--- src/rtl/riscv_multicycle_ctrl_if.sv ---
// Control/datapath/memory signal bundle for the multicycle RISC-V controller.
interface riscv_multicycle_ctrl_if;
    logic        iMemRead;
    logic [31:0] iReadData;
    logic        iValid;
    logic [31:0] instruction;
    logic        PCSrc;
    logic        ALUSrc;
    logic        RegWrite;
    logic        MemtoReg;
    logic [3:0]  ALUCtrl;
    logic        loadPC;
    logic        Zero;
    logic        dMemRead;
    logic        dMemWrite;
    logic        dAck;
    logic        illegal_instr;
    logic [2:0]  state_o;
    logic [31:0] instret;

    // Controller side
    modport master (
        output iMemRead, instruction, PCSrc, ALUSrc, RegWrite, MemtoReg,
               ALUCtrl, loadPC, dMemRead, dMemWrite, illegal_instr,
               state_o, instret,
        input  iReadData, iValid, Zero, dAck
    );

    // Datapath / memory side
    modport slave (
        input  iMemRead, instruction, PCSrc, ALUSrc, RegWrite, MemtoReg,
               ALUCtrl, loadPC, dMemRead, dMemWrite, illegal_instr,
               state_o, instret,
        output iReadData, iValid, Zero, dAck
    );
endinterface

--- src/rtl/riscv_multicycle_ctrl.sv ---
// Multicycle control FSM for the simple RISC-V datapath: fetch, decode,
// execute, memory and write-back sequencing with instruction register and
// retired-instruction counter.
module riscv_multicycle_ctrl #(
    parameter logic [31:0] NOP_INSTR = 32'h00000013,
    parameter logic [3:0]  ALUOP_ADD = 4'b0010
) (
    input  logic                    clk,
    input  logic                    rst,
    riscv_multicycle_ctrl_if.master bus
);

    localparam logic [6:0] OP_R    = 7'b0110011;
    localparam logic [6:0] OP_I    = 7'b0010011;
    localparam logic [6:0] OP_LW   = 7'b0000011;
    localparam logic [6:0] OP_SW   = 7'b0100011;
    localparam logic [6:0] OP_BEQ  = 7'b1100011;
    localparam logic [6:0] F7_ZERO = 7'b0000000;
    localparam logic [6:0] F7_ALT  = 7'b0100000;

    localparam logic [3:0] ALU_AND = 4'b0000;
    localparam logic [3:0] ALU_OR  = 4'b0001;
    localparam logic [3:0] ALU_SUB = 4'b0110;
    localparam logic [3:0] ALU_SLT = 4'b0111;
    localparam logic [3:0] ALU_SRL = 4'b1000;
    localparam logic [3:0] ALU_SLL = 4'b1001;
    localparam logic [3:0] ALU_SRA = 4'b1010;
    localparam logic [3:0] ALU_XOR = 4'b1101;

    typedef enum logic [2:0] {
        S_IF  = 3'd0,
        S_ID  = 3'd1,
        S_EX  = 3'd2,
        S_MEM = 3'd3,
        S_WB  = 3'd4,
        S_ERR = 3'd5
    } state_t;

    typedef enum logic [1:0] {
        K_ALU = 2'd0,
        K_LW  = 2'd1,
        K_SW  = 2'd2,
        K_BEQ = 2'd3
    } kind_t;

    state_t      r_state;
    state_t      w_next;
    logic [31:0] r_ir;
    logic        r_illegal;
    logic [31:0] r_instret;

    logic [6:0]  w_opcode;
    logic [2:0]  w_funct3;
    logic [6:0]  w_funct7;
    logic        w_legal;
    kind_t       w_kind;
    logic [3:0]  w_dec_alu_ctrl;
    logic        w_dec_alu_src;

    logic        w_imem_read;
    logic        w_load_ir;
    logic        w_pc_src;
    logic        w_alu_src;
    logic        w_reg_write;
    logic        w_mem_to_reg;
    logic [3:0]  w_alu_ctrl;
    logic        w_load_pc;
    logic        w_dmem_read;
    logic        w_dmem_write;

    assign w_opcode = r_ir[6:0];
    assign w_funct3 = r_ir[14:12];
    assign w_funct7 = r_ir[31:25];

    // funct3 to ALU op; alt selects SUB/SRA where the encoding allows it
    function automatic logic [3:0] f3_op(input logic [2:0] f3, input logic alt);
        case (f3)
            3'b000:  f3_op = alt ? ALU_SUB : ALUOP_ADD;
            3'b001:  f3_op = ALU_SLL;
            3'b010:  f3_op = ALU_SLT;
            3'b100:  f3_op = ALU_XOR;
            3'b101:  f3_op = alt ? ALU_SRA : ALU_SRL;
            3'b110:  f3_op = ALU_OR;
            default: f3_op = ALU_AND;
        endcase
    endfunction

    // Instruction decode from the instruction register
    always_comb begin
        w_legal        = 1'b0;
        w_kind         = K_ALU;
        w_dec_alu_ctrl = ALUOP_ADD;
        w_dec_alu_src  = 1'b0;
        case (w_opcode)
            OP_R: begin
                w_dec_alu_ctrl = f3_op(w_funct3, w_funct7[5]);
                if (w_funct3 != 3'b011) begin
                    if (w_funct7 == F7_ZERO)
                        w_legal = 1'b1;
                    else if (w_funct7 == F7_ALT && (w_funct3 == 3'b000 || w_funct3 == 3'b101))
                        w_legal = 1'b1;
                end
            end
            OP_I: begin
                w_dec_alu_src  = 1'b1;
                w_dec_alu_ctrl = f3_op(w_funct3, (w_funct3 == 3'b101) && w_funct7[5]);
                case (w_funct3)
                    3'b011:  w_legal = 1'b0;
                    3'b001:  w_legal = (w_funct7 == F7_ZERO);
                    3'b101:  w_legal = (w_funct7 == F7_ZERO) || (w_funct7 == F7_ALT);
                    default: w_legal = 1'b1;
                endcase
            end
            OP_LW: begin
                w_kind        = K_LW;
                w_dec_alu_src = 1'b1;
                w_legal       = (w_funct3 == 3'b010);
            end
            OP_SW: begin
                w_kind        = K_SW;
                w_dec_alu_src = 1'b1;
                w_legal       = (w_funct3 == 3'b010);
            end
            OP_BEQ: begin
                w_kind         = K_BEQ;
                w_dec_alu_ctrl = ALU_SUB;
                w_legal        = (w_funct3 == 3'b000);
            end
            default: w_legal = 1'b0;
        endcase
    end

    // Next-state and control strobes; everything held low while in reset
    always_comb begin
        w_next       = r_state;
        w_imem_read  = 1'b0;
        w_load_ir    = 1'b0;
        w_pc_src     = 1'b0;
        w_alu_src    = 1'b0;
        w_reg_write  = 1'b0;
        w_mem_to_reg = 1'b0;
        w_alu_ctrl   = 4'b0000;
        w_load_pc    = 1'b0;
        w_dmem_read  = 1'b0;
        w_dmem_write = 1'b0;
        if (!rst) begin
            case (r_state)
                S_IF: begin
                    w_imem_read = 1'b1;
                    if (bus.iValid) begin
                        w_load_ir = 1'b1;
                        w_next    = S_ID;
                    end
                end
                S_ID: w_next = w_legal ? S_EX : S_ERR;
                S_EX: begin
                    w_alu_src  = w_dec_alu_src;
                    w_alu_ctrl = w_dec_alu_ctrl;
                    case (w_kind)
                        K_ALU:   w_next = S_WB;
                        K_BEQ: begin
                            w_load_pc = 1'b1;
                            w_pc_src  = bus.Zero;
                            w_next    = S_IF;
                        end
                        default: w_next = S_MEM;
                    endcase
                end
                S_MEM: begin
                    w_alu_src  = 1'b1;
                    w_alu_ctrl = ALUOP_ADD;
                    if (w_kind == K_LW) begin
                        w_dmem_read = 1'b1;
                        if (bus.dAck) w_next = S_WB;
                    end else begin
                        w_dmem_write = 1'b1;
                        if (bus.dAck) begin
                            w_load_pc = 1'b1;
                            w_next    = S_IF;
                        end
                    end
                end
                S_WB: begin
                    w_alu_src    = w_dec_alu_src;
                    w_alu_ctrl   = w_dec_alu_ctrl;
                    w_reg_write  = 1'b1;
                    w_mem_to_reg = (w_kind == K_LW);
                    w_load_pc    = 1'b1;
                    w_next       = S_IF;
                end
                S_ERR:   w_next = S_ERR;
                default: w_next = S_IF;
            endcase
        end
    end

    // State register
    always_ff @(posedge clk) begin
        if (rst) r_state <= S_IF;
        else     r_state <= w_next;
    end

    // Instruction register, sticky illegal flag and retire counter
    always_ff @(posedge clk) begin
        if (rst) begin
            r_ir      <= NOP_INSTR;
            r_illegal <= 1'b0;
            r_instret <= 32'd0;
        end else begin
            if (w_load_ir)         r_ir      <= bus.iReadData;
            if (w_next == S_ERR)   r_illegal <= 1'b1;
            if (w_load_pc)         r_instret <= r_instret + 32'd1;
        end
    end

    assign bus.iMemRead      = w_imem_read;
    assign bus.instruction   = r_ir;
    assign bus.PCSrc         = w_pc_src;
    assign bus.ALUSrc        = w_alu_src;
    assign bus.RegWrite      = w_reg_write;
    assign bus.MemtoReg      = w_mem_to_reg;
    assign bus.ALUCtrl       = w_alu_ctrl;
    assign bus.loadPC        = w_load_pc;
    assign bus.dMemRead      = w_dmem_read;
    assign bus.dMemWrite     = w_dmem_write;
    assign bus.illegal_instr = r_illegal;
    assign bus.state_o       = 3'(r_state);
    assign bus.instret       = r_instret;

endmodule
--- src/flat_wrapper.sv ---
// flat-port wrapper written by rule: the top's interface ports become plain ports
module riscv_multicycle_ctrl_flat 
#(
    parameter logic [31:0] NOP_INSTR = 32'h00000013,
    parameter logic [3:0]  ALUOP_ADD = 4'b0010
)
  (clk, rst, bus_iMemRead, bus_instruction, bus_PCSrc, bus_ALUSrc, bus_RegWrite, bus_MemtoReg, bus_ALUCtrl, bus_loadPC, bus_dMemRead, bus_dMemWrite, bus_illegal_instr, bus_state_o, bus_instret, bus_iReadData, bus_iValid, bus_Zero, bus_dAck);
  riscv_multicycle_ctrl_if bus_i ();
  input  logic clk;
  input  logic rst;
  output wire logic [$bits(bus_i.iMemRead)-1:0] bus_iMemRead;
  output wire logic [$bits(bus_i.instruction)-1:0] bus_instruction;
  output wire logic [$bits(bus_i.PCSrc)-1:0] bus_PCSrc;
  output wire logic [$bits(bus_i.ALUSrc)-1:0] bus_ALUSrc;
  output wire logic [$bits(bus_i.RegWrite)-1:0] bus_RegWrite;
  output wire logic [$bits(bus_i.MemtoReg)-1:0] bus_MemtoReg;
  output wire logic [$bits(bus_i.ALUCtrl)-1:0] bus_ALUCtrl;
  output wire logic [$bits(bus_i.loadPC)-1:0] bus_loadPC;
  output wire logic [$bits(bus_i.dMemRead)-1:0] bus_dMemRead;
  output wire logic [$bits(bus_i.dMemWrite)-1:0] bus_dMemWrite;
  output wire logic [$bits(bus_i.illegal_instr)-1:0] bus_illegal_instr;
  output wire logic [$bits(bus_i.state_o)-1:0] bus_state_o;
  output wire logic [$bits(bus_i.instret)-1:0] bus_instret;
  input wire logic [$bits(bus_i.iReadData)-1:0] bus_iReadData;
  input wire logic [$bits(bus_i.iValid)-1:0] bus_iValid;
  input wire logic [$bits(bus_i.Zero)-1:0] bus_Zero;
  input wire logic [$bits(bus_i.dAck)-1:0] bus_dAck;
  assign bus_iMemRead = bus_i.iMemRead;
  assign bus_instruction = bus_i.instruction;
  assign bus_PCSrc = bus_i.PCSrc;
  assign bus_ALUSrc = bus_i.ALUSrc;
  assign bus_RegWrite = bus_i.RegWrite;
  assign bus_MemtoReg = bus_i.MemtoReg;
  assign bus_ALUCtrl = bus_i.ALUCtrl;
  assign bus_loadPC = bus_i.loadPC;
  assign bus_dMemRead = bus_i.dMemRead;
  assign bus_dMemWrite = bus_i.dMemWrite;
  assign bus_illegal_instr = bus_i.illegal_instr;
  assign bus_state_o = bus_i.state_o;
  assign bus_instret = bus_i.instret;
  assign bus_i.iReadData = bus_iReadData;
  assign bus_i.iValid = bus_iValid;
  assign bus_i.Zero = bus_Zero;
  assign bus_i.dAck = bus_dAck;
  riscv_multicycle_ctrl #(.NOP_INSTR(NOP_INSTR), .ALUOP_ADD(ALUOP_ADD)) u_core (.clk(clk), .rst(rst), .bus(bus_i));
endmodule
--- config.mk ---
export PLATFORM = sky130hd
export DESIGN_NAME = riscv_multicycle_ctrl_flat
export DESIGN_NICKNAME = d
export VERILOG_FILES = /design/src/rtl/riscv_multicycle_ctrl_if.sv /design/src/rtl/riscv_multicycle_ctrl.sv /design/src/flat_wrapper.sv
export SDC_FILE = /design/constraint.sdc
export NUM_CORES = 1
export LEC_CHECK = 0
export BUFFER_PORTS_ARGS = -buffer_cell sky130_fd_sc_hd__buf_2
export CORE_MARGIN = 3
export CORE_UTILIZATION = 50
export DETAILED_ROUTE_END_ITERATION = 16
export PLACE_DENSITY = 0.91
export SYNTH_ARGS = -nofsm -noshare
export SYNTH_HDL_FRONTEND = slang
export SYNTH_SLANG_ARGS = --single-unit
export TNS_END_PERCENT = 30
--- constraint.sdc ---
create_clock -name clk -period 3.9 [get_ports clk]
set_clock_uncertainty 0.15 [all_clocks]
set_input_delay 0.78 -clock clk [delete_from_list [all_inputs] [get_ports clk]]
set_output_delay 0.78 -clock clk [all_outputs]
set_load 0.05 [all_outputs]
# Yosys cells after proc, flatten, opt, wreduce, memory -nomap -nowiden
# Index checks and enable logic that the tools add are counted.
[word_totals]
ff_bits = 68
inputBits = 37
output_inout_bits = 80
wordCells = 86
[classes]
add_sub_neg = 1
n_eq_ne = 21
n_mux = 49
n_reduce_logical = 11
[op_table]
columns = ["cell", "count"]
rows = [
  ["$pmux W4 S6", 2],
  ["$add A32 B1 Y32 const B", 1],
  ["$mux W1", 27],
  ["$mux W3", 8],
  ["$eq A7 B6 Y1 const B", 3],
  ["$eq A3 B3 Y1 const B", 6],
  ["$pmux W3 S5", 1],
  ["$eq A3 B2 Y1 const B", 4],
  ["$pmux W4 S3", 1],
  ["$pmux W4 S2", 1],
  ["$eq A7 B2 Y1 const B", 1],
  ["$eq A7 B5 Y1 const B", 1],
  ["$eq A7 B7 Y1 const B", 1],
  ["$logic_not A7 Y1", 1],
  ["$eq A3 B1 Y1 const B", 2],
  ["$logic_not A3 Y1", 2],
  ["$pmux W1 S3", 2],
  ["$pmux W2 S3", 1],
  ["$pmux W3 S2", 1],
  ["$mux W2", 2],
  ["$mux W4", 1],
  ["$pmux W1 S4", 1],
  ["$reduce_or A2 Y1", 2],
  ["$ne A3 B2 Y1 const B", 1],
  ["7 further kinds", 9],
]

# Longest topological paths before layout
# Gate-level depths: netlist of run 1.
[logic_depth]
ltp_word = 11
depth_mapped = 11
depth_no_buf = 10

# Least setup slack after synthesis of run 1
# OpenSTA, ideal clock, no wires.
[synth_path]
kind = "flip-flop to output port"
from = "register u_core.r_ir[0] (netlist: u_core.bus.instruction[0])"
to = "output bus_loadPC"
t_arrival_ps = 3115
required_time_ps = 2970
path_slack_ps = -145
stages_incl_launch_ff = 9
n_path_buf = 1
path_cell_list = "dfxtp_1 > and4bb_2 > nor2b_1 > nand2_1 > ha_1 > nand2b_1 > o311ai_4 > clkbuf_1 > nor2b_1"
[synth_via]
elab_chain_len = 6
elab_cells_between_ends = 10
classes_between = "5 x eq/ne; 5 x mux"
[synth_rtl]
columns = ["item", "line_no", "source"]
rows = [
  ["start, declared", "riscv_multicycle_ctrl.sv:48", "logic [31:0] r_ir;"],
  ["start signal, assigned", "riscv_multicycle_ctrl.sv:210", "if (w_load_ir) r_ir <= bus.iReadData;"],
  ["$eq A7 B7 Y1, or another cell as far along", "riscv_multicycle_ctrl.sv:94", "case (w_opcode)"],
  ["$pmux W2 S3 (*)", "riscv_multicycle_ctrl.sv:94", ""],
  ["$eq A2 B1 Y1 or $eq A2 B2 Y1 (tied branches)", "riscv_multicycle_ctrl.sv:172, riscv_multicycle_ctrl.sv:159", ""],
  ["$mux W1 (on tied branches)", "riscv_multicycle_ctrl.sv:172, riscv_multicycle_ctrl.sv:159", ""],
  ["$pmux W1 S3 (*)", "riscv_multicycle_ctrl.sv:147", "case (r_state)"],
  ["$mux W1 (*)", "riscv_multicycle_ctrl.sv:146", "if (!rst) begin"],
  ["end, declared", "flat_wrapper.sv:18", "output wire logic [$bits(bus_i.loadPC)-1:0] bus_loadPC;"],
]
# Mark *: on every way between the ends. The rest lies on a longest branch, timed or not.

# Worst setup path after layout of run 1
[layout_path]
from = "register u_core.r_ir[2] (netlist: u_core.bus.instruction[2])"
to = "output bus_loadPC"
# Same word-level chain as after synthesis.

==> results of run 1 <==
## final timing paths
check,from,endpoint,slack (ns),cells past startpoint
hold reg to reg,u_core.bus.instruction[23],u_core.bus.instruction[23],0.30,2
setup / recovery,u_core.bus.instruction[2],bus_loadPC,0.54,8
setup reg to reg,u_core.bus.instruction[2],u_core.bus.instret[27],0.84,10
hold / removal,u_core.bus.instruction[23],u_core.bus.instruction[23],0.30,2
## cells by family (layout without fill, tap and decap cells)
family | count (synthesis) | in the layout | synth area share
flops | 68 | 68 | 0.4143
mux | 3 | 3 | 0.009140
simple gates | 222 | 222 | 0.3374
buf+inv | 34 | 143 | 0.03998
fa+ha+maj | 4 | 4 | 0.01523
xor+xnor | 24 | 24 | 0.06398
compound gates | 64 | 64 | 0.1200
## registers in the layout, summed over array words and instances, names as in the netlist
register and flops:
u_core.bus.state_o 3, u_core.bus.instruction 32, u_core.bus.illegal_instr 1, u_core.bus.instret 32
## per-layer routing
metal | GRT usage | share of wire | vias to the layer above
li1 | - | - | 1654
met1 | 0.2842 | 0.42 | 1534
met2 | 0.3747 | 0.48 | 133
met3 | 0.06623 | 0.086 | 12
met4 | 0.09632 | 0.012 | 0
met5 | 0 | 0 | -
## critical path, stage by stage (launching register included)
cell and delay [ns]:
sky130_fd_sc_hd__dfxtp_1 0.33, sky130_fd_sc_hd__and4bb_2 0.31, sky130_fd_sc_hd__nor2b_1 0.20, sky130_fd_sc_hd__nand2_1 0.12, sky130_fd_sc_hd__ha_1 0.26, sky130_fd_sc_hd__nand2b_1 0.19
sky130_fd_sc_hd__o311ai_4 0.22, sky130_fd_sc_hd__nor2b_2 0.19, sky130_fd_sc_hd__buf_2 0.27
## per-stage QoR
step                      area (µm²)    util  total power, mW  instances
final                           4044  0.6596            2.358        603
after global routing            4044  0.6596            2.502        603
after floorplan                 3288       -            1.682        419
after detailed placement        3899  0.6359            1.905        590
after global placement          3899  0.6359            1.879        590
after CTS                       4044  0.6596            2.370        603
## placed cells by master (no fill, tap or decap), types with 7 or more instances in the layout
master                       n
sky130_fd_sc_hd__dfxtp_1    68
sky130_fd_sc_hd__xor2_1     15
sky130_fd_sc_hd__nand3_1    13
sky130_fd_sc_hd__buf_2     116
sky130_fd_sc_hd__clkbuf_8    9
sky130_fd_sc_hd__nor4_1      7
sky130_fd_sc_hd__inv_1      10
sky130_fd_sc_hd__nor2_1     39
sky130_fd_sc_hd__nand2b_1    8
sky130_fd_sc_hd__o21ai_0     7
sky130_fd_sc_hd__nand2_1    85
sky130_fd_sc_hd__xnor2_1     9
sky130_fd_sc_hd__nand4_1    17
sky130_fd_sc_hd__nor3_1      8
sky130_fd_sc_hd__a21oi_1    41
sky130_fd_sc_hd__and3_1      7
## power groups by stage
stage	clock (mW)	combinational (mW)	sequential (mW)
6_report	0.466	0.998	0.894
5_1_grt	0.512	1.08	0.909
4_1_cts	0.477	1.00	0.891
3_5_place_dp	0	0.999	0.905
3_3_place_gp	0	0.978	0.901
2_1_floorplan	0	0.492	1.19
## layout make-up
| class | count | area share |
|---|---|---|
| timing repair buffer | 120 | 0.1510 |
| clock inverter | 3 | 0.004332 |
| multi-input combinational | 317 | 0.4440 |
| clock buffer | 10 | 0.03156 |
| inverter | 10 | 0.009282 |
| tap | 75 | 0.02321 |
| sequential | 68 | 0.3366 |
==> reports/qor_table.md, run 1 <==
| Quantity | This run | Unit |
|:---|:---|:---|
| Fmax | 297.7 | MHz |
| Post-synthesis average cell area | 7.842 | µm² |
| Portion of synthesized cell area occupied by the leading cell type | 0.4143 | - |
| Critical-path maximum fanout | 5 | - |
| Number of flops mapped to enable cells by yosys | 0 | - |
| Post-synthesis sequential element count | 68 | - |
| Leakage | 1.776 | nW |
| Proportion of layout cells with a drive suffix above 1 | 0.2652 | - |
| Placement Setup Slack | 0.8710 | ns |
| Netlist cell types | 46 | - |
| Mapped cell area | 3286 | µm² |
| Internal Power | 1.265 | mW |
| Most common cell in the synthesized netlist | sky130_fd_sc_hd__nand2_1 | - |
| Total vias in the final route | 3333 | - |
| Detail-routed net length per standard cell | 14.06 | µm |
| Final sum of negative setup slack | 0 | ns |
| Number of pins exceeding their max-slew limit in the final report | 0 | - |
| Num CTS Buffers | 9 | - |
| 1st-pass router iterations | 5 | - |
| Buffers inserted by post-CTS timing repair | 0 | - |
| Pin count of the biggest net entering global routing | 44 | - |
| Starting DRT DRC Count | 221 | - |
| Switching component of the power | 1.093 | mW |
| Remaining routing DRC violations | 0 | - |
| Insertion delay to the later sink of the worst-skew pair | 0.33 | ns |
| Critical Setup Path Class | register to output port | - |
| Pin slew with the least headroom to its limit | 1.116 | ns |
| Die Span Y | 87.07 | µm |
| Largest vdd supply drop | 0.3889 | mV |
| Number of vias per cell after detailed routing | 5.527 | - |
| I/O pin cnt | 117 | - |
| Total routed wirelength | 8480 | µm |
| Area enclosed by the die boundary | 7580 | µm² |
| Max clock buf depth | 2 | - |
| Mapped Nets | 460 | - |
| Worst Slack Setup Final | 0.5404 | ns |
| Critical path launch point type | register | - |
| Sum of overflow across all layers after global routing | 0 | - |
| Cell taking the most area after synthesis | sky130_fd_sc_hd__dfxtp_1 | - |
| CTS hold repair buffers | 0 | - |
| Portion of total power attributed to sequential cells | 0.379 | - |
| Comb pwr share | 0.423 | - |
| Data required, critical path | 2.97 | ns |
| Fraction of the cycle the final worst path needs | 0.8614 | - |
| Max Cap Violations | 0 | - |
| Minimum clock period | 3.360 | ns |
| Port buffer count | 116 | - |
| Capturing element type of the critical path | output port | - |
| Worst min-delay path category | register to register | - |
| Area of the core | 6131 | µm² |
| Wire length of the first global-routing pass | 14120 | µm |
| Leading post-synthesis cells by cell area | sky130_fd_sc_hd__dfxtp_1, sky130_fd_sc_hd__nand2_1, sky130_fd_sc_hd__a21oi_1 | - |
| Number of nets in the layout | 567 | - |
| Relative slew slack | 0.2560 | - |
| Most numerous cell types in the synthesized netlist | sky130_fd_sc_hd__nand2_1, sky130_fd_sc_hd__dfxtp_1, sky130_fd_sc_hd__a21oi_1, sky130_fd_sc_hd__nor2_1, sky130_fd_sc_hd__clkbuf_1 | - |
| Cts repair resizes | 0 | - |
| Result of the run | completed | - |
| CTS Sinks | 68 | - |
| Clock tree from TritonCTS | built | - |
| Layout Area Growth over Synthesis | 23.08 | % |
| Warnings, synthesis | 0 | - |
| H-tree depth | 3 | - |
| Area of all sequential standard cells | 1361 | µm² |
| Horizontal die dimension | 87.07 | µm |
| Antenna diodes | 0 | - |
| Sequential area share after synthesis | 0.4143 | - |
| Area used by multi-input combinational logic | 1795 | µm² |
| Initial cell density of the core | 0.5359 | - |
| Clock input transition at the sequential cells of the worst setup and hold paths | 0.07 | ns |
| Total half-perimeter wirelength after legalization and detailed placement | 6275 | µm |
| Fraction of power consumed by the clock network | 0.198 | - |
| Data arrival time at the worst-slack endpoint | 2.43 | ns |
| Count of endpoints failing hold in the final timing report | 0 | - |
| Final setup vio count | 0 | - |
| Number of global-route vias before repair | 3125 | - |
| Switching Fraction | 0.4635 | - |
| Setup repair after global routing missed its margin | false | - |
| GRT Overall Usage | 0.2304 | - |
| Total of fill cells in the finished design | 523 | - |
| Most common flop cell mapped by yosys | sky130_fd_sc_hd__dfxtp_1 | - |
| Fraction of registers with async set or reset after synthesis | 0 | - |
| Post-DRT Antenna Nets | 0 | - |
| Cells after Synth | 419 | - |
| Worst hold margin | 0.3049 | ns |
| Cell at the root of the clock tree | sky130_fd_sc_hd__clkbuf_8 | - |
| Number of antenna violations at the first check in global routing | 0 | - |
| Pwr Density | 583.2 | nW/µm² |
| Routability cong. | 0.8541 | - |
| Cell Rows | 28 | - |
Note: power is estimated with default switching activity, not from simulation.
==> run 2, diff against run 1 <==
==> constraint.sdc (replaced) <==
create_clock -name clk -period 3.9 [get_ports clk]
set_clock_uncertainty 0.15 [all_clocks]
set_input_delay 0.585 -clock clk [delete_from_list [all_inputs] [get_ports clk]]
set_output_delay 0.585 -clock clk [all_outputs]
set_load 0.05 [all_outputs]
==> run 2 against run 1 <==
  * Count of clock-buffer cells in the layout rose by 1
  * Largest cell class unchanged
  * Via count fell by 0.33%
  * Sequential power barely moved
  * Total power rose by 0.64%
  * Final cell count fell by 0.17%
  * Critical path type unchanged
  * Worst hold slack improved by 0.0014 ns
  * Sequential cell count did not move
  * Highest routed layer unchanged
==> reports/qor_table.md, run 2 (synthesized netlist as in run 1, its figures left out) <==
| Quantity | This run | Unit |
|:---|:---|:---|
| Max clock buf depth | 2 | - |
| Clock input transition at the sequential cells of the worst setup and hold paths | 0.07 | ns |
| Number of vias per cell after detailed routing | 5.518 | - |
| Largest vdd supply drop | 0.4501 | mV |
| Number of antenna violations at the first check in global routing | 0 | - |
| 1st-pass router iterations | 4 | - |
| Total vias in the final route | 3322 | - |
| Critical Setup Path Class | register to output port | - |
| Pwr Density | 587.8 | nW/µm² |
| Comb pwr share | 0.420 | - |
| Worst min-delay path category | register to register | - |
| Slowest-stage cell, CP | sky130_fd_sc_hd__o311ai_4 | - |
| Largest stage delay on the critical path | 0.54 | ns |
| HP Start | u_core.bus.instruction[21] | - |
| Switching component of the power | 1.089 | mW |
| Post-DRT Antenna Nets | 0 | - |
| Cell at the root of the clock tree | sky130_fd_sc_hd__clkbuf_8 | - |
| Portion of total power attributed to sequential cells | 0.377 | - |
| Minimum clock period | 3.499 | ns |
| Cell Rows | 28 | - |
| Cts repair resizes | 0 | - |
| Initial cell density of the core | 0.5359 | - |
| Layout Area Growth over Synthesis | 22.89 | % |
| Final setup vio count | 0 | - |
| Reg-to-reg critical path startpoint | u_core.bus.instruction[3] | - |
| Area of the core | 6131 | µm² |
| Final sum of negative setup slack | 0 | ns |
| Port buffer count | 116 | - |
| Critical-path maximum fanout | 13 | - |
| Result of the run | completed | - |
| Data required, critical path | 3.16 | ns |
| Max Cap Violations | 0 | - |
| Count of endpoints failing hold in the final timing report | 0 | - |
| Cell-by-cell trace of the critical path | and4bb_2 -> nor2b_1 -> nand2_1 -> ha_1 -> nand2b_1 -> o311ai_4 -> nor2b_1 -> buf_2 | - |
| Antenna diodes | 0 | - |
| Setup repair after global routing missed its margin | false | - |
| Total half-perimeter wirelength after legalization and detailed placement | 5978 | µm |
| Number of global-route vias before repair | 3165 | - |
| Leakage | 1.777 | nW |
| Insertion delay to the later sink of the worst-skew pair | 0.34 | ns |
| Worst hold margin | 0.3062 | ns |
| Horizontal die dimension | 87.07 | µm |
| Starting DRT DRC Count | 237 | - |
| Most frequent cells in the layout | sky130_fd_sc_hd__buf_2, sky130_fd_sc_hd__nand2_1, sky130_fd_sc_hd__dfxtp_1, sky130_fd_sc_hd__a21oi_1, sky130_fd_sc_hd__nor2_1 | - |
| Number of nets in the layout | 565 | - |
| CTS Sinks | 68 | - |
| Fraction of power consumed by the clock network | 0.204 | - |
| Area enclosed by the die boundary | 7580 | µm² |
| Pin slew with the least headroom to its limit | 1.093 | ns |
| Fmax | 285.8 | MHz |
| Capturing element type of the critical path | output port | - |
| Crit-path most repeated cell | sky130_fd_sc_hd__nor2b_1 | - |
| Clock tree from TritonCTS | built | - |
| Number of pins exceeding their max-slew limit in the final report | 0 | - |
| CTS hold repair buffers | 0 | - |
| Die Span Y | 87.07 | µm |
| Switching Fraction | 0.4589 | - |
| Internal Power | 1.284 | mW |
| Data arrival time at the worst-slack endpoint | 2.76 | ns |
| Num CTS Buffers | 9 | - |
| Relative slew slack | 0.2715 | - |
| Remaining routing DRC violations | 0 | - |
| H-tree depth | 3 | - |
| Pin count of the biggest net entering global routing | 49 | - |
| Worst setup path start | u_core.bus.instruction[3] | - |
| Wire length of the first global-routing pass | 14160 | µm |
| GRT Overall Usage | 0.2287 | - |
| Setup slack, reg-to-reg | 0.79 | ns |
| Fraction of the cycle the final worst path needs | 0.8972 | - |
| Proportion of layout cells with a drive suffix above 1 | 0.2619 | - |
| I/O pin cnt | 117 | - |
| Routability cong. | 0.9107 | - |
| Detail-routed net length per standard cell | 13.85 | µm |
| Commonest non-fill, non-tap cell in the layout | sky130_fd_sc_hd__buf_2 | - |
| Total routed wirelength | 8337 | µm |
| Critical path launch point type | register | - |
| Sum of overflow across all layers after global routing | 0 | - |
| Buffers inserted by post-CTS timing repair | 0 | - |
-- run 2: worst paths after layout --
kind / cells past startpoint / endpoint
worst max-delay path: 8 / bus_loadPC
worst min-delay path: 2 / u_core.bus.instruction[21]
worst max register to register: 9 / u_core.bus.instret[27]
worst min register to register: 2 / u_core.bus.instruction[21]
-- run 2: final cells by class --
cell class	count	area (µm²)
tap	75	93.84
clock inverter	3	15.01
fill	519	2093
multi-input combinational	317	1793
inverter	10	37.54
sequential	68	1361
clock buffer	11	141.4
timing repair buffer	118	595.6
-- run 2: worst max-delay path, delay by kind of cell, from the launching register on --
family                   cells  cell delay [ns]
AND/OR/NAND/NOR              5             1.03
AO/OA/AOI/OAI                1             0.54
flip-flops                   1             0.32
buffers and inverters        1             0.27
adder cells (fa/ha/maj)      1             0.26
-- run 2: power by group through the flow --
stage          Sequential [mW]  Clock (mW)  Combinational [mW]
2_1_floorplan             1.19           0               0.491
3_3_place_gp             0.898           0               0.977
3_5_place_dp             0.907           0               0.996
4_1_cts                  0.892       0.496               0.997
5_1_grt                  0.910       0.528                1.08
6_report                 0.894       0.483               0.996
-- run 2: metrics by stage --
step | std cells | setup WS (ns) | power, mW | util | cell area (µm²)
after floorplan | 419 | 0.05011 | 1.681 | - | 3286
after global placement | 588 | 0.8080 | 1.876 | 0.6331 | 3881
after detailed placement | 588 | 0.7592 | 1.903 | 0.6331 | 3881
after CTS | 602 | 0.3825 | 2.386 | 0.6586 | 4038
after global routing | 602 | 0.1534 | 2.517 | 0.6586 | 4038
final | 602 | 0.4010 | 2.374 | 0.6586 | 4038
-- run 2: metal layers --
metal | vias up | global-route usage | routed length, µm
li1 | 1650 | - | -
met2 | 149 | 0.3782 | 3897
met3 | 11 | 0.06339 | 775
met1 | 1512 | 0.2775 | 3541
met5 | - | 0 | 0
met4 | 0 | 0.09773 | 123
==> run 3, diff against run 2 <==
ABC_AREA = 1   (was default)
PLACE_DENSITY = 0.85   (was 0.91)
==> run 3 against run 2 <==
  * Wire length rose by 9.2%
  * Via count increased by 9.2%
  * Sequential power shrank 8.6%
  * Highest routed layer unchanged
  * Global-route usage rose by 1.4 points
  * Critical path type unchanged
  * Sequential cell count did not move
  * Fmax grew 4.1%
  * Critical endpoint unchanged
  * Largest cell class unchanged
==> reports/qor_table.md, run 3 <==
| Quantity | This run | Unit |
|:---|:---|:---|
| Cell-by-cell trace of the critical path | nand2_1 -> nor3_1 -> nand3_1 -> inv_1 -> a31oi_1 -> inv_1 -> ha_1 -> inv_1 -> nand3_1 -> nand3_2 -> nand2_4 -> inv_6 -> buf_2 | - |
| Remaining routing DRC violations | 0 | - |
| Adder-cell share of the synthesized area | 0.01483 | - |
| Compound-gate portion of the synthesized area | 0.1279 | - |
| CTS hold repair buffers | 0 | - |
| Total half-perimeter wirelength after legalization and detailed placement | 6853 | µm |
| Leading post-synthesis cells by cell area | sky130_fd_sc_hd__dfxtp_1, sky130_fd_sc_hd__nand2_1, sky130_fd_sc_hd__a21oi_1 | - |
| Commonest non-fill, non-tap cell in the layout | sky130_fd_sc_hd__nand2_1 | - |
| Capturing element type of the critical path | output port | - |
| H-tree depth | 3 | - |
| Cell taking the most area after synthesis | sky130_fd_sc_hd__dfxtp_1 | - |
| Relative slew slack | 0.5629 | - |
| GRT Overall Usage | 0.2428 | - |
| Largest family of logic cells by synthesized area | simple AND/OR/NAND/NOR gates | - |
| Number of pins exceeding their max-slew limit in the final report | 0 | - |
| Area enclosed by the die boundary | 7770 | µm² |
| Most common cell in the synthesized netlist | sky130_fd_sc_hd__nand2_1 | - |
| Antenna diodes | 0 | - |
| Final setup vio count | 0 | - |
| Fraction of registers with async set or reset after synthesis | 0 | - |
| Grt peak-use layer | met2 | - |
| Max clock buf depth | 2 | - |
| Number of antenna violations at the first check in global routing | 0 | - |
| Cell at the root of the clock tree | sky130_fd_sc_hd__clkbuf_8 | - |
| Die Span Y | 88.15 | µm |
| Critical Setup Path Class | register to output port | - |
| Number of global-route vias before repair | 3345 | - |
| Crit-path most repeated cell | sky130_fd_sc_hd__inv_1 | - |
| GR met2 Demand/Resource | 0.3890 | - |
| Critical-path maximum fanout | 11 | - |
| Fraction of the cycle the final worst path needs | 0.8621 | - |
| Number of flops mapped to enable cells by yosys | 0 | - |
| Insertion delay to the later sink of the worst-skew pair | 0.33 | ns |
| Placement Setup Slack | 0.9060 | ns |
| Number of vias per cell after detailed routing | 5.295 | - |
| Routability cong. | 0.8609 | - |
| Cells after Synth | 489 | - |
| Minimum clock period | 3.362 | ns |
| Total routed wirelength | 9106 | µm |
| Post-DRT Antenna Nets | 0 | - |
| Wire length of the first global-routing pass | 14950 | µm |
| Data required, critical path | 3.16 | ns |
| Data arrival time at the worst-slack endpoint | 2.63 | ns |
| Area of the core | 6459 | µm² |
| Sum of overflow across all layers after global routing | 0 | - |
| Post-synthesis share of cell area spent on and, or, nand and nor gates | 0.3482 | - |
| Post-synthesis sequential element count | 68 | - |
| Multiplexer fraction of the synthesized cell area | 0 | - |
| Buffers inserted by post-CTS timing repair | 0 | - |
| I/O pin cnt | 117 | - |
| Leakage | 2.025 | nW |
| Post-layout total power | 2.039 | mW |
| Pin slew with the least headroom to its limit | 0.6550 | ns |
| Result of the run | completed | - |
| Critical path launch point type | register | - |
| Proportion of layout cells with a drive suffix above 1 | 0.2467 | - |
| Max Cap Violations | 0 | - |
| Pin count of the biggest net entering global routing | 55 | - |
| 1st-pass router iterations | 4 | - |
| Num CTS Buffers | 9 | - |
| Worst Slack Setup Final | 0.5378 | ns |
| Mapped cell area | 3374 | µm² |
| CTS Sinks | 68 | - |
| Portion of synthesized cell area occupied by the leading cell type | 0.4034 | - |
| Largest stage delay on the critical path | 0.39 | ns |
| Worst min-delay path category | input port to register | - |
| Dpl cell area | 4005 | µm² |
| Count of non-filler cells in the finished layout | 685 | - |
| Layout Area Growth over Synthesis | 24.32 | % |
| Worst hold margin | 0.3083 | ns |
| Clock tree from TritonCTS | built | - |
| Fmax | 297.4 | MHz |
| Most common flop cell mapped by yosys | sky130_fd_sc_hd__dfxtp_1 | - |
| Routing usage on met3 | 0.05833 | - |
| Initial cell density of the core | 0.5225 | - |
| Setup repair after global routing missed its margin | false | - |
| Largest vdd supply drop | 0.3677 | mV |
| Mapped Nets | 530 | - |
| Final sum of negative setup slack | 0 | ns |
| Sequential area share after synthesis | 0.4034 | - |
| Pwr Density | 486.1 | nW/µm² |
| Count of endpoints failing hold in the final timing report | 0 | - |
| Horizontal die dimension | 88.15 | µm |
| Cts repair resizes | 0 | - |
| Starting DRT DRC Count | 176 | - |
| Number of nets in the layout | 645 | - |
| Most frequent cells in the layout | sky130_fd_sc_hd__nand2_1, sky130_fd_sc_hd__buf_2, sky130_fd_sc_hd__dfxtp_1, sky130_fd_sc_hd__a21oi_1, sky130_fd_sc_hd__inv_1 | - |
| Global Route met1 Usage | 0.3182 | - |
| Netlist cell types | 36 | - |
| Post-synthesis average cell area | 6.901 | µm² |
| Post-synthesis share of cell area spent on xor and xnor gates | 0.02336 | - |
| Final design area excluding fillers | 4195 | µm² |
| Utilization after layout | 0.6496 | - |
| Slowest-stage cell, CP | sky130_fd_sc_hd__nor3_1 | - |
| Cell Rows | 29 | - |
| Detail-routed net length per standard cell | 13.29 | µm |
| Most numerous cell types in the synthesized netlist | sky130_fd_sc_hd__nand2_1, sky130_fd_sc_hd__dfxtp_1, sky130_fd_sc_hd__a21oi_1, sky130_fd_sc_hd__inv_1, sky130_fd_sc_hd__nor2_1 | - |
| Warnings, synthesis | 0 | - |
| Clock input transition at the sequential cells of the worst setup and hold paths | 0.07 | ns |
| Port buffer count | 116 | - |
| Total vias in the final route | 3627 | - |
| Number of placed instances, taps included | 670 | - |
-- run 3: cell count changes after synthesis, sizes merged, moves of 8 or more --
| cell | change |
|---|---|
| nand2 | +53 |
| inv | +42 |
| nor3 | +22 |
| nand4 | -14 |
| a21oi | +13 |
| nand3 | +11 |
| clkbuf | -10 |
| nor2 | +9 |
| nand2b | -8 |
| xor2 | -8 |
-- run 3: cell families (layout without fill, tap and decap cells) --
kind of cell,count (synthesis),in the layout
buf+inv,69,188
compound gates,80,80
xor+xnor,9,9
fa+ha+maj,4,4
flops,68,68
simple gates,259,259
-- run 3: routing by layer --
metal	up-vias	share of wire
li1	1835	-
met1	1658	0.46
met2	116	0.47
met3	18	0.055
met4	0	0.015
met5	-	0
-- run 3: critical path, delay by kind of cell (launching register included) --
kind	cells	cell delay [ns]
simple gates	6	1.11
buf+inv	5	0.56
flops	1	0.38
fa+ha+maj	1	0.17
compound gates	1	0.07
-- run 3: final cells by class --
| type | count | area, µm² |
|---|---|---|
| clock buffers | 10 | 137.6 |
| clock inverters | 5 | 52.55 |
| multi-input cells | 352 | 1735 |
| flip-flops and latches | 68 | 1361 |
| inverters | 54 | 209.0 |
| fillers | 591 | 2263 |
| well taps | 77 | 96.34 |
| repair buffers | 119 | 603.1 |
-- run 3: path summary, 6_finish.rpt --
| check | cells after the start | startpoint | slack [ns] | end |
|---|---|---|---|---|
| min reg2reg | 2 | u_core.bus.illegal_instr | 0.31 | u_core.bus.illegal_instr |
| min | 3 | bus_iReadData[0] | 0.31 | u_core.bus.instruction[0] |
| max | 13 | u_core.bus.instruction[1] | 0.54 | bus_loadPC |
| max reg2reg | 19 | u_core.bus.instruction[1] | 0.98 | u_core.bus.instret[28] |
-- run 3: power by group --
| group | internal, mW | switching (mW) |
|---|---|---|
| clock | 0.306 | 0.257 |
| sequential | 0.755 | 0.0618 |
| combinational | 0.159 | 0.501 |
| total | 1.22 | 0.820 |
